==> src/rtl/seg_scan_driver.sv <==
// Time-multiplexed common-anode seven-segment scanner with per-slot dead-time,
// 16-level PWM brightness and frame-synchronous double-buffered content.
//
// Phase FSM (one pass per digit slot, k = slot counter):
//   state    | meaning
//   PH_GUARD | k < GUARD, dead-time, all anodes off, segments blank
//   PH_ON    | GUARD <= k < GUARD + b*STEP, current digit lit
//   PH_OFF   | remainder of slot, dark
module seg_scan_driver #(
    parameter int DIGITS = 4,
    parameter int GUARD  = 2,
    parameter int STEP   = 4
) (
    input  logic                  clk,
    input  logic                  reset,
    input  logic [4*DIGITS-1:0]   chars,
    input  logic [DIGITS-1:0]     dp_in,
    input  logic [3:0]            bright,
    input  logic                  load,
    output logic                  pending,
    output logic [DIGITS-1:0]     an,
    output logic [6:0]            display,
    output logic                  dp,
    output logic                  frame_done
);

    localparam int SLOT = GUARD + 15 * STEP;
    localparam int KW   = $clog2(SLOT + 1);
    localparam int DW   = $clog2(DIGITS);

    typedef enum logic [1:0] {PH_GUARD, PH_ON, PH_OFF} phase_t;

    logic                r_run;
    logic [KW-1:0]       r_k;
    logic [DW-1:0]       r_dig;
    phase_t              r_phase;
    logic [4*DIGITS-1:0] r_stg_chars, r_act_chars;
    logic [DIGITS-1:0]   r_stg_dp, r_act_dp;
    logic [3:0]          r_stg_bright, r_act_bright;
    logic                r_pending;
    logic [DIGITS-1:0]   r_an;
    logic [6:0]          r_display;
    logic                r_dp;
    logic                r_frame_done;

    logic                w_wrap;
    logic [KW-1:0]       w_k_nxt;
    logic [DW-1:0]       w_dig_nxt;
    logic [4*DIGITS-1:0] w_act_chars_nxt;
    logic [DIGITS-1:0]   w_act_dp_nxt;
    logic [3:0]          w_act_bright_nxt;
    logic [KW-1:0]       w_on_end;
    phase_t              w_phase_nxt;
    logic [3:0]          w_char;
    logic [6:0]          w_glyph;
    logic [DIGITS-1:0]   w_an_on;
    logic                w_fd_nxt;
    logic                w_pend_nxt;

    function automatic logic [6:0] glyph(input logic [3:0] code);
        case (code)
            4'd0:  glyph = 7'b0000001;
            4'd1:  glyph = 7'b1001111;
            4'd2:  glyph = 7'b0010010;
            4'd3:  glyph = 7'b0000110;
            4'd4:  glyph = 7'b1001100;
            4'd5:  glyph = 7'b0100100;
            4'd6:  glyph = 7'b0100000;
            4'd7:  glyph = 7'b0001111;
            4'd8:  glyph = 7'b0000000;
            4'd9:  glyph = 7'b0000100;
            4'd10: glyph = 7'b1111110;
            4'd11: glyph = 7'b0111000;
            4'd12: glyph = 7'b1111111;
            4'd13: glyph = 7'b0110000;
            4'd14: glyph = 7'b1111010;
            default: glyph = 7'b1001000;
        endcase
    endfunction

    // Outputs are registered from next-cycle counters so they line up with k.
    assign w_wrap    = (r_k == KW'(SLOT - 1));
    assign w_k_nxt   = !r_run ? '0 : (w_wrap ? '0 : r_k + KW'(1));
    assign w_dig_nxt = !r_run ? '0 :
                       (w_wrap ? ((r_dig == DW'(DIGITS - 1)) ? '0 : r_dig + DW'(1)) : r_dig);

    // A load coinciding with frame_done bypasses staging straight to active.
    always_comb begin
        w_act_chars_nxt  = r_act_chars;
        w_act_dp_nxt     = r_act_dp;
        w_act_bright_nxt = r_act_bright;
        if (r_frame_done && load) begin
            w_act_chars_nxt  = chars;
            w_act_dp_nxt     = dp_in;
            w_act_bright_nxt = bright;
        end else if (r_frame_done && r_pending) begin
            w_act_chars_nxt  = r_stg_chars;
            w_act_dp_nxt     = r_stg_dp;
            w_act_bright_nxt = r_stg_bright;
        end
    end

    assign w_on_end = KW'(GUARD) + KW'(w_act_bright_nxt) * KW'(STEP);

    always_comb begin
        w_phase_nxt = r_phase;
        if (w_k_nxt < KW'(GUARD)) begin
            w_phase_nxt = PH_GUARD;
        end else begin
            case (r_phase)
                PH_GUARD: w_phase_nxt = (w_k_nxt < w_on_end) ? PH_ON : PH_OFF;
                PH_ON:    w_phase_nxt = (w_k_nxt < w_on_end) ? PH_ON : PH_OFF;
                default:  w_phase_nxt = PH_OFF;
            endcase
        end
    end

    assign w_char     = w_act_chars_nxt[{w_dig_nxt, 2'b00} +: 4];
    assign w_glyph    = glyph(w_char);
    assign w_an_on    = ~(DIGITS'(1) << w_dig_nxt);
    assign w_fd_nxt   = (w_k_nxt == KW'(SLOT - 1)) && (w_dig_nxt == DW'(DIGITS - 1));
    assign w_pend_nxt = load ? !r_frame_done : (r_frame_done ? 1'b0 : r_pending);

    always_ff @(posedge clk or negedge reset) begin
        if (!reset) begin
            r_run        <= 1'b0;
            r_k          <= '0;
            r_dig        <= '0;
            r_phase      <= PH_GUARD;
            r_stg_chars  <= {DIGITS{4'd12}};
            r_stg_dp     <= '0;
            r_stg_bright <= 4'd0;
            r_act_chars  <= {DIGITS{4'd12}};
            r_act_dp     <= '0;
            r_act_bright <= 4'd15;
            r_pending    <= 1'b0;
            r_an         <= '1;
            r_display    <= 7'h7F;
            r_dp         <= 1'b1;
            r_frame_done <= 1'b0;
        end else begin
            r_run        <= 1'b1;
            r_k          <= w_k_nxt;
            r_dig        <= w_dig_nxt;
            r_phase      <= w_phase_nxt;
            if (load) begin
                r_stg_chars  <= chars;
                r_stg_dp     <= dp_in;
                r_stg_bright <= bright;
            end
            r_act_chars  <= w_act_chars_nxt;
            r_act_dp     <= w_act_dp_nxt;
            r_act_bright <= w_act_bright_nxt;
            r_pending    <= w_pend_nxt;
            r_frame_done <= w_fd_nxt;
            case (w_phase_nxt)
                PH_ON: begin
                    r_an      <= w_an_on;
                    r_display <= w_glyph;
                    r_dp      <= ~w_act_dp_nxt[w_dig_nxt];
                end
                default: begin
                    r_an      <= '1;
                    r_display <= 7'h7F;
                    r_dp      <= 1'b1;
                end
            endcase
        end
    end

    assign pending    = r_pending;
    assign an         = r_an;
    assign display    = r_display;
    assign dp         = r_dp;
    assign frame_done = r_frame_done;

endmodule

==> config.mk <==
export PLATFORM = sky130hd
export DESIGN_NAME = seg_scan_driver
export DESIGN_NICKNAME = d
export VERILOG_FILES = /design/src/rtl/seg_scan_driver.sv
export SDC_FILE = /design/constraint.sdc
export NUM_CORES = 1
export LEC_CHECK = 0
export CORE_UTILIZATION = 61
export CTS_CLUSTER_SIZE = 30
export DETAILED_ROUTE_END_ITERATION = 16
export PLACE_DENSITY = 0.88
export SLEW_MARGIN = 15
export SYNTH_ARGS = -nofsm -noshare
export SYNTH_HDL_FRONTEND = slang
export SYNTH_SLANG_ARGS = --single-unit
==> constraint.sdc <==
create_clock -name clk -period 8.3 [get_ports clk]
set_clock_uncertainty 0.1 [all_clocks]
set_input_delay 2.075 -clock clk [delete_from_list [all_inputs] [get_ports clk]]
set_output_delay 2.075 -clock clk [all_outputs]
set_load 0.02 [all_outputs]
==> insert_results.sql, run 1 <==
INSERT INTO impl_metrics (metric_group, metric, value, unit) VALUES
('status', 'run_status', 'completed', ''),
('synthesis', 'synthDominantAreaCellType', 'sky130_fd_sc_hd__dfrtp_1', ''),
('synthesis', 'post-synth-top-count-cell', 'sky130_fd_sc_hd__o22ai_1', ''),
('pwr', 'power.density', '175.6', 'nW/µm²'),
('timing', 'pin_slew_with_the_least_headroom_to_its_limit', '956.9', 'ps'),
('global_route', 'maximum_number_of_pins_on_one_net_before_global_route_repair', '73', ''),
('timing', 'maxSlewHeadroom', '36.21', '%'),
('cells_and_area', 'final_nets', '410', ''),
('cts', 'worst_skew_pair.late_latency', '350', 'ps'),
('cells_and_area', 'fillers', '375', ''),
('route', 'detail_route.wl_per_cell', '19.09', 'µm'),
('cts', 'cts-root-to-sink-buffers', '2', ''),
('die', 'placeable_core_region', '5886', 'µm²'),
('worst_setup_path', 'critPathKind', 'in2reg', ''),
('timing', 'layout_min_cycle_time', '5515', 'ps'),
('route', 'routed_via_density', '6.440', ''),
('cells_and_area', 'stdcell_count', '448', ''),
('global_route', 'gr_ovfl_total', '0', ''),
('pwr', 'ir_worst_vdd', '0.09510', 'mV'),
('cells_and_area', 'utilization', '73.79', '%'),
('pwr', 'power.share.combinational', '10.0', '%'),
('worst_setup_path', 'end_kind', 'flip-flop', ''),
('worst_setup_path', 'worst-endpoint-arrival', '5690', 'ps'),
('timing', 'post-route-worst-setup-slack', '2785', 'ps'),
('cts', 'h_tree_level_count', '3', ''),
('pwr', 'internal_power', '0.5837', 'mW'),
('place', 'area_post_placement', '4131', 'µm²'),
('pwr', 'total_power', '0.7627', 'mW'),
('place', 'dp_hpwl', '5.315', 'mm'),
('timing', 'fin_tns_setup', '0', 'ps'),
('timing', 'final.hold.worst_slack', '420.0', 'ps'),
('route', 'drt_pass1_iterations', '12', ''),
('synthesis', 'post_synth_edffs', '0', ''),
('cts', 'cts-resized-gates', '0', ''),
('synthesis', 'synthDominantCellAreaShare', '26.95', '%'),
('global_route', 'grt_first_pass_wirelength', '13.76', 'mm'),
('synthesis', 'ys_async_sr_fraction', '100.0', '%'),
('pwr', 'p_sw', '0.1790', 'mW'),
('worst_setup_path', 'timing.critical_path.from', 'load', ''),
('global_route', 'grt_pass1_vias', '2855', ''),
('place', 'port_buffers', '40', ''),
('synthesis', 'synth-warning-count', '0', ''),
('synthesis', 'mappedNetlistArea', '3714', 'µm²'),
('global_route', 'globalRouteTotalUtil', '28.42', '%'),
('synthesis', 'most_area_consuming_cells_after_synthesis', 'sky130_fd_sc_hd__dfrtp_1 (27%), sky130_fd_sc_hd__dfstp_2 (23%), sky130_fd_sc_hd__o22ai_1 (8.3%)', ''),
('worst_setup_path', 'path_delay_family', 'buffers and inverters', ''),
('pwr', 'clock_power_share', '39.2', '%'),
('worst_setup_path', 'crit_buf_inv', '4', ''),
('worst_setup_path', 'critical_path_cell_count', '13', ''),
('worst_setup_path', 'worstSetupEndpoint', 'display[3]', ''),
('worst_setup_path', 'crit_required', '8480', 'ps'),
('timing', 'final.period_utilization', '66.45', '%'),
('hold_path', 'path_class_of_the_lowest_slack_min_delay_path', 'reg2reg', ''),
('die', 'die_height', '80.03', 'µm'),
('pwr', 'power.static_leakage', '1.826', 'nW'),
('synthesis', 'yosys-top-cells-count', 'sky130_fd_sc_hd__o22ai_1 (49), sky130_fd_sc_hd__dfrtp_1 (40), sky130_fd_sc_hd__dfstp_2 (32)', ''),
('worst_setup_path', 'worst_r2r_endpoint', 'display[2]', ''),
('die', 'die_w', '80.03', 'µm'),
('cts', 'post-cts-setup-buffer-count', '0', ''),
('die', 'row_count', '28', ''),
('die', 'floorplan.io_pins', '41', ''),
('cts', 'tritoncts', 'built', ''),
('cells_and_area', 'seqCellArea', '1842', 'µm²'),
('route', 'route.detailed.drc', '0', ''),
('worst_setup_path', 'worstReg2RegStart', 'frame_done', ''),
('worst_setup_path', 'critPathSlowestCell', 'sky130_fd_sc_hd__nand2_1', ''),
('worst_setup_path', 'startpoint_type', 'input port', ''),
('synthesis', 'synth_ff_type', 'sky130_fd_sc_hd__dfrtp_1', ''),
('cells_and_area', 'area_of_the_multi_input_gates', '1718', 'µm²'),
('cts', 'total_clock_buffers_created_by_cts', '9', ''),
('flow_run', 'timing.max_cap.violations', '0', '');
-- worst min path at each step --
stage | to | slack, ps
after floorplan | r_stg_bright[0] | 380
after global placement | r_stg_dp[2] | 390
after detailed placement | r_stg_chars[1] | 400
after CTS | r_stg_dp[1] | 420
after global routing | r_stg_bright[2] | 440
final | r_stg_chars[8] | 420
-- power groups by stage --
stage                     registers [mW]  clock network [mW]  logic (mW)
final                              0.387               0.299      0.0765
after global routing               0.389               0.319      0.0825
after CTS                          0.387               0.303      0.0769
after detailed placement           0.392                   0      0.0762
after global placement             0.391                   0      0.0742
after floorplan                    0.396                   0      0.0327
-- flip-flops by register name, indices dropped and copies added (netlist names) --
register / count
an: 4
r_stg_bright: 4
r_run: 1
r_k: 6
pending: 1
frame_done: 1
r_phase: 1
r_act_chars: 16
r_act_bright: 4
r_stg_dp: 4
r_dig: 2
dp: 1
r_stg_chars: 16
display: 7
r_act_dp: 4
-- routing by layer --
metal  GRT usage (%)  up-vias  part of all wire (%)
li1                -     1307                     -
met1           37.72     1447                    43
met2           46.50      118                    50
met3           6.057       13                   5.8
met4           9.107        0                   1.4
met5               0        -                     0
-- logic make-up (layout without fill, tap and decap cells) --
logic type | count (synthesis) | count (layout) | synth area share [%]
other cells | 1 | 1 | 0.1010
buf+inv | 37 | 76 | 4.144
mux | 45 | 45 | 13.81
simple gates | 59 | 59 | 8.423
xor+xnor | 4 | 4 | 0.9436
compound gates | 101 | 101 | 17.92
flops | 72 | 72 | 49.60
fa+ha+maj | 15 | 15 | 5.054
-- area by class of cell --
cell class	count	area share (%)
Clock buffer	10	2.939
Clock inverter	6	1.930
Inverter	18	1.556
Multi-Input combinational cell	225	39.56
Sequential cell	72	42.41
Tap cell	75	2.161
Timing Repair Buffer	42	9.450
-- worst register-to-register path, cell delays in order, from the launching register on --
cell                       delay, ps
sky130_fd_sc_hd__dfrtp_1         980
sky130_fd_sc_hd__nand2_1         800
sky130_fd_sc_hd__o22ai_1         340
sky130_fd_sc_hd__a21o_1          150
sky130_fd_sc_hd__ha_1            160
sky130_fd_sc_hd__nand2_1          60
sky130_fd_sc_hd__or3_1           300
sky130_fd_sc_hd__a32o_1          260
sky130_fd_sc_hd__nand2b_1        230
sky130_fd_sc_hd__inv_1           180
sky130_fd_sc_hd__and2_1          210
sky130_fd_sc_hd__a22oi_1         240
-- cells in the final DEF, fill, tap and decap left out, types with 3 or more instances in the layout --
master,netlist,final
sky130_fd_sc_hd__ha_1,15,15
sky130_fd_sc_hd__clkdlybuf4s50_1,0,39
sky130_fd_sc_hd__nor2b_1,3,3
sky130_fd_sc_hd__a21oi_1,19,19
sky130_fd_sc_hd__mux2i_1,16,16
sky130_fd_sc_hd__nand2_1,10,10
sky130_fd_sc_hd__dfrtp_1,40,40
sky130_fd_sc_hd__and2_1,3,3
sky130_fd_sc_hd__nor3b_1,5,5
sky130_fd_sc_hd__nand3_1,3,3
sky130_fd_sc_hd__clkbuf_8,0,9
sky130_fd_sc_hd__mux2_2,26,26
sky130_fd_sc_hd__dfstp_2,32,32
sky130_fd_sc_hd__inv_1,18,18
sky130_fd_sc_hd__clkinv_2,0,3
sky130_fd_sc_hd__o22ai_1,49,49
sky130_fd_sc_hd__nor2_1,19,19
sky130_fd_sc_hd__nor4_1,3,3
sky130_fd_sc_hd__a21o_1,8,8
sky130_fd_sc_hd__o21ai_0,3,3
(Power assumes the default switching activity.)
==> run 2: changes to the inputs <==
--- a/config.mk
+++ b/config.mk
@@ -5,10 +5,10 @@
 export SDC_FILE = /design/constraint.sdc
 export NUM_CORES = 1
 export LEC_CHECK = 0
-export CORE_UTILIZATION = 61
+export CORE_UTILIZATION = 51
 export CTS_CLUSTER_SIZE = 30
 export DETAILED_ROUTE_END_ITERATION = 16
-export PLACE_DENSITY = 0.88
+export PLACE_DENSITY = 0.79
 export SLEW_MARGIN = 15
 export SYNTH_ARGS = -nofsm -noshare
 export SYNTH_HDL_FRONTEND = slang
==> constraint.sdc (replaced) <==
create_clock -name clk -period 4.55 [get_ports clk]
set_clock_uncertainty 0.1 [all_clocks]
set_input_delay 1.1375 -clock clk [delete_from_list [all_inputs] [get_ports clk]]
set_output_delay 1.1375 -clock clk [all_outputs]
set_load 0.02 [all_outputs]
==> run 2 against run 1 <==
Sequential share of layout area is 1.0 points lower. Setup slack got worse by 2100 ps. Critical path depth is 2 lower. Global-route usage shrank 5.2 points. Flip-flop and latch count unchanged. Power up 86%. Wire length is 4.3% lower. Critical endpoint unchanged.
==> insert_results.sql, run 2 (synthesized netlist as in run 1, its figures left out) <==
INSERT INTO impl_metrics (metric_group, metric, value, unit) VALUES
('status', 'run_status', 'completed', ''),
('timing', 'finalHoldViolations', '0', ''),
('die', 'fp.dieArea', '7627', 'µm²'),
('route', 'route.detailed.drc', '0', ''),
('pwr', 'power.static_leakage', '1.872', 'nW'),
('route', 'drt_pass1_iterations', '4', ''),
('die', 'initial_core_util', '53.77', '%'),
('timing', 'final.period_utilization', '84.03', '%'),
('route', 'met3_length', '407', 'µm'),
('route', 'routed_via_density', '5.836', ''),
('timing', 'slew_viol_final', '0', ''),
('flow_run', 'timing.max_cap.violations', '0', ''),
('cts', 'cts-resized-gates', '0', ''),
('place', 'port_buffers', '40', ''),
('timing', 'rsz0062_at_grt', 'no', ''),
('pwr', 'power.density', '319.8', 'nW/µm²'),
('worst_setup_path', 'worst_path_largest_cell_delay', '460', 'ps'),
('pwr', 'power.switching_fraction', '22.91', '%'),
('timing', 'layout_min_cycle_time', '3823', 'ps'),
('place', 'gp_routability_congestion', '0.8911', ''),
('cells_and_area', 'layout.cells.most_common', 'sky130_fd_sc_hd__o22ai_1', ''),
('cells_and_area', 'layout-drive-gt1-share', '24.93', '%'),
('worst_setup_path', 'crit_required', '4720', 'ps'),
('global_route', 'grt_antenna_before_repair', '0', ''),
('route', 'drtAntennaViolNets', '0', ''),
('pwr', 'internal_power', '1.097', 'mW'),
('worst_setup_path', 'critPathKind', 'in2reg', ''),
('timing', 'fin_tns_setup', '0', 'ps'),
('route', 'detail_route.wl_per_cell', '17.16', 'µm'),
('cts', 'post-cts-setup-buffer-count', '0', ''),
('cts', 'clock-sinks', '72', ''),
('route', 'via_count', '2784', ''),
('global_route', 'globalRouteTotalUtil', '23.26', '%'),
('worst_setup_path', 'critical_path.most_common_cell', 'sky130_fd_sc_hd__mux2i_1', ''),
('worst_setup_path', 'crit_buf_inv', '4', ''),
('worst_setup_path', 'critPathSlowestCell', 'sky130_fd_sc_hd__inv_1', ''),
('worst_setup_path', 'path_delay_family', 'buffers and inverters', ''),
('cts', 'cts-root-to-sink-buffers', '2', ''),
('pwr', 'clock_power_share', '40.6', '%'),
('cells_and_area', 'area_of_the_multi_input_gates', '1718', 'µm²'),
('route', 'met1Wirelength', '3.849', 'mm'),
('die', 'row_count', '30', ''),
('pwr', 'p_sw', '0.3258', 'mW'),
('timing', 'final.hold.worst_slack', '414.6', 'ps'),
('cts', 'total_clock_buffers_created_by_cts', '9', ''),
('pwr', 'share_seq_of_total_power', '49.6', '%'),
('cells_and_area', 'seqCellArea', '1842', 'µm²'),
('timing', 'maxSlewHeadroom', '49.88', '%'),
('hold_path', 'path_class_of_the_lowest_slack_min_delay_path', 'reg2reg', ''),
('cts', 'cts-hold-fix-buffers', '0', ''),
('worst_setup_path', 'critical_path.cell_chain', 'clkdlybuf4s50_1 -> inv_1 -> buf_4 -> a21o_1 -> mux2i_1 -> mux2i_1 -> inv_1 -> ha_1 -> mux2i_1 -> nor3_1 -> a211o_1', ''),
('timing', 'setup_viol', '0', ''),
('global_route', 'grt_pass1_vias', '2758', ''),
('die', 'floorplan.io_pins', '41', ''),
('cts', 'h_tree_level_count', '3', ''),
('timing', 'maxClockFrequency', '261.5', 'MHz'),
('cts', 'path_clk_slew', '70', 'ps'),
('pwr', 'ir_worst_vdd', '0.1435', 'mV'),
('die', 'die_height', '87.33', 'µm'),
('cells_and_area', 'final_nets', '418', ''),
('timing', 'pin_slew_with_the_least_headroom_to_its_limit', '751.8', 'ps'),
('cts', 'tritoncts', 'built', ''),
('worst_setup_path', 'worst-endpoint-arrival', '4000', 'ps'),
('route', 'highest-signal-layer', 'met4', ''),
('worst_setup_path', 'startpoint_type', 'input port', ''),
('route', 'wl_met2', '3.813', 'mm'),
('worst_setup_path', 'end_kind', 'flip-flop', ''),
('die', 'placeable_core_region', '6907', 'µm²'),
('cells_and_area', 'most-common-layout-cells', 'sky130_fd_sc_hd__o22ai_1 (49), sky130_fd_sc_hd__dfrtp_1 (40), sky130_fd_sc_hd__clkdlybuf4s50_1 (39)', ''),
('cells_and_area', 'fillers', '537', ''),
('global_route', 'gr_ovfl_total', '0', ''),
('place', 'dp_hpwl', '5.536', 'mm'),
('cells_and_area', 'area_delta_synth_final', '19.78', '%'),
('route', 'total_routed_wirelength', '8.184', 'mm'),
('die', 'die_w', '87.33', 'µm'),
('cts', 'clock-root-buffer', 'sky130_fd_sc_hd__clkbuf_8', ''),
('global_route', 'grt_first_pass_wirelength', '13.43', 'mm'),
('global_route', 'maximum_number_of_pins_on_one_net_before_global_route_repair', '40', ''),
('route', 'drtIter0Drc', '203', ''),
('worst_setup_path', 'timing.critical_path.fanout_max', '17', ''),
('cts', 'worst_skew_pair.late_latency', '340', 'ps'),
('cells_and_area', 'antenna_cells', '0', ''),
('pwr', 'power.share.combinational', '9.8', '%');
## run 2: power groups by stage
stage	registers, mW	logic [mW]	clock network [mW]
2_1_floorplan	0.723	0.0597	0
3_3_place_gp	0.716	0.137	0
3_5_place_dp	0.716	0.140	0
4_1_cts	0.705	0.141	0.588
5_1_grt	0.709	0.152	0.620
6_report	0.705	0.139	0.578
## run 2: path summary, 6_finish.rpt
path	startpoint	end	slack, ps	cells after the start
max	load	display[3]	730	11
max reg2reg	r_k[1]	display[6]	1190	13
max in group asynchronous	reset	r_stg_chars[3]	2600	2
min in group asynchronous	reset	r_stg_bright[0]	750	1
min	r_stg_chars[13]	r_stg_chars[13]	410	1
min reg2reg	r_stg_chars[13]	r_stg_chars[13]	410	1
## run 2: per-stage QoR
step / instances / total power, mW / utilization (%) / instance area [µm²] / worst slack [ps]
after CTS: 477 / 1.434 / 64.40 / 4448 / 784.2
final: 477 / 1.422 / 64.40 / 4448 / 726.5
after detailed placement: 461 / 0.8556 / 61.07 / 4218 / 423.1
after global routing: 477 / 1.482 / 64.40 / 4448 / 518.1
after floorplan: 334 / 0.7827 / - / 3714 / 742.4
after global placement: 461 / 0.8528 / 61.07 / 4218 / 562.4
## run 2: layout make-up
type                       count  area share, %
clock buffer                  11          3.404
clock inverter                 5          1.772
inverter                      18          1.519
multi-input combinational    225          38.62
sequential                    72          41.41
tap                           96          2.700
timing repair buffer          50          10.58
## run 2: routing by layer
metal  track usage [%]  vias up
met4             8.495        0
met1             31.33     1361
met2             36.15       88
met5                 0        -
met3             6.161       10
li1                  -     1325
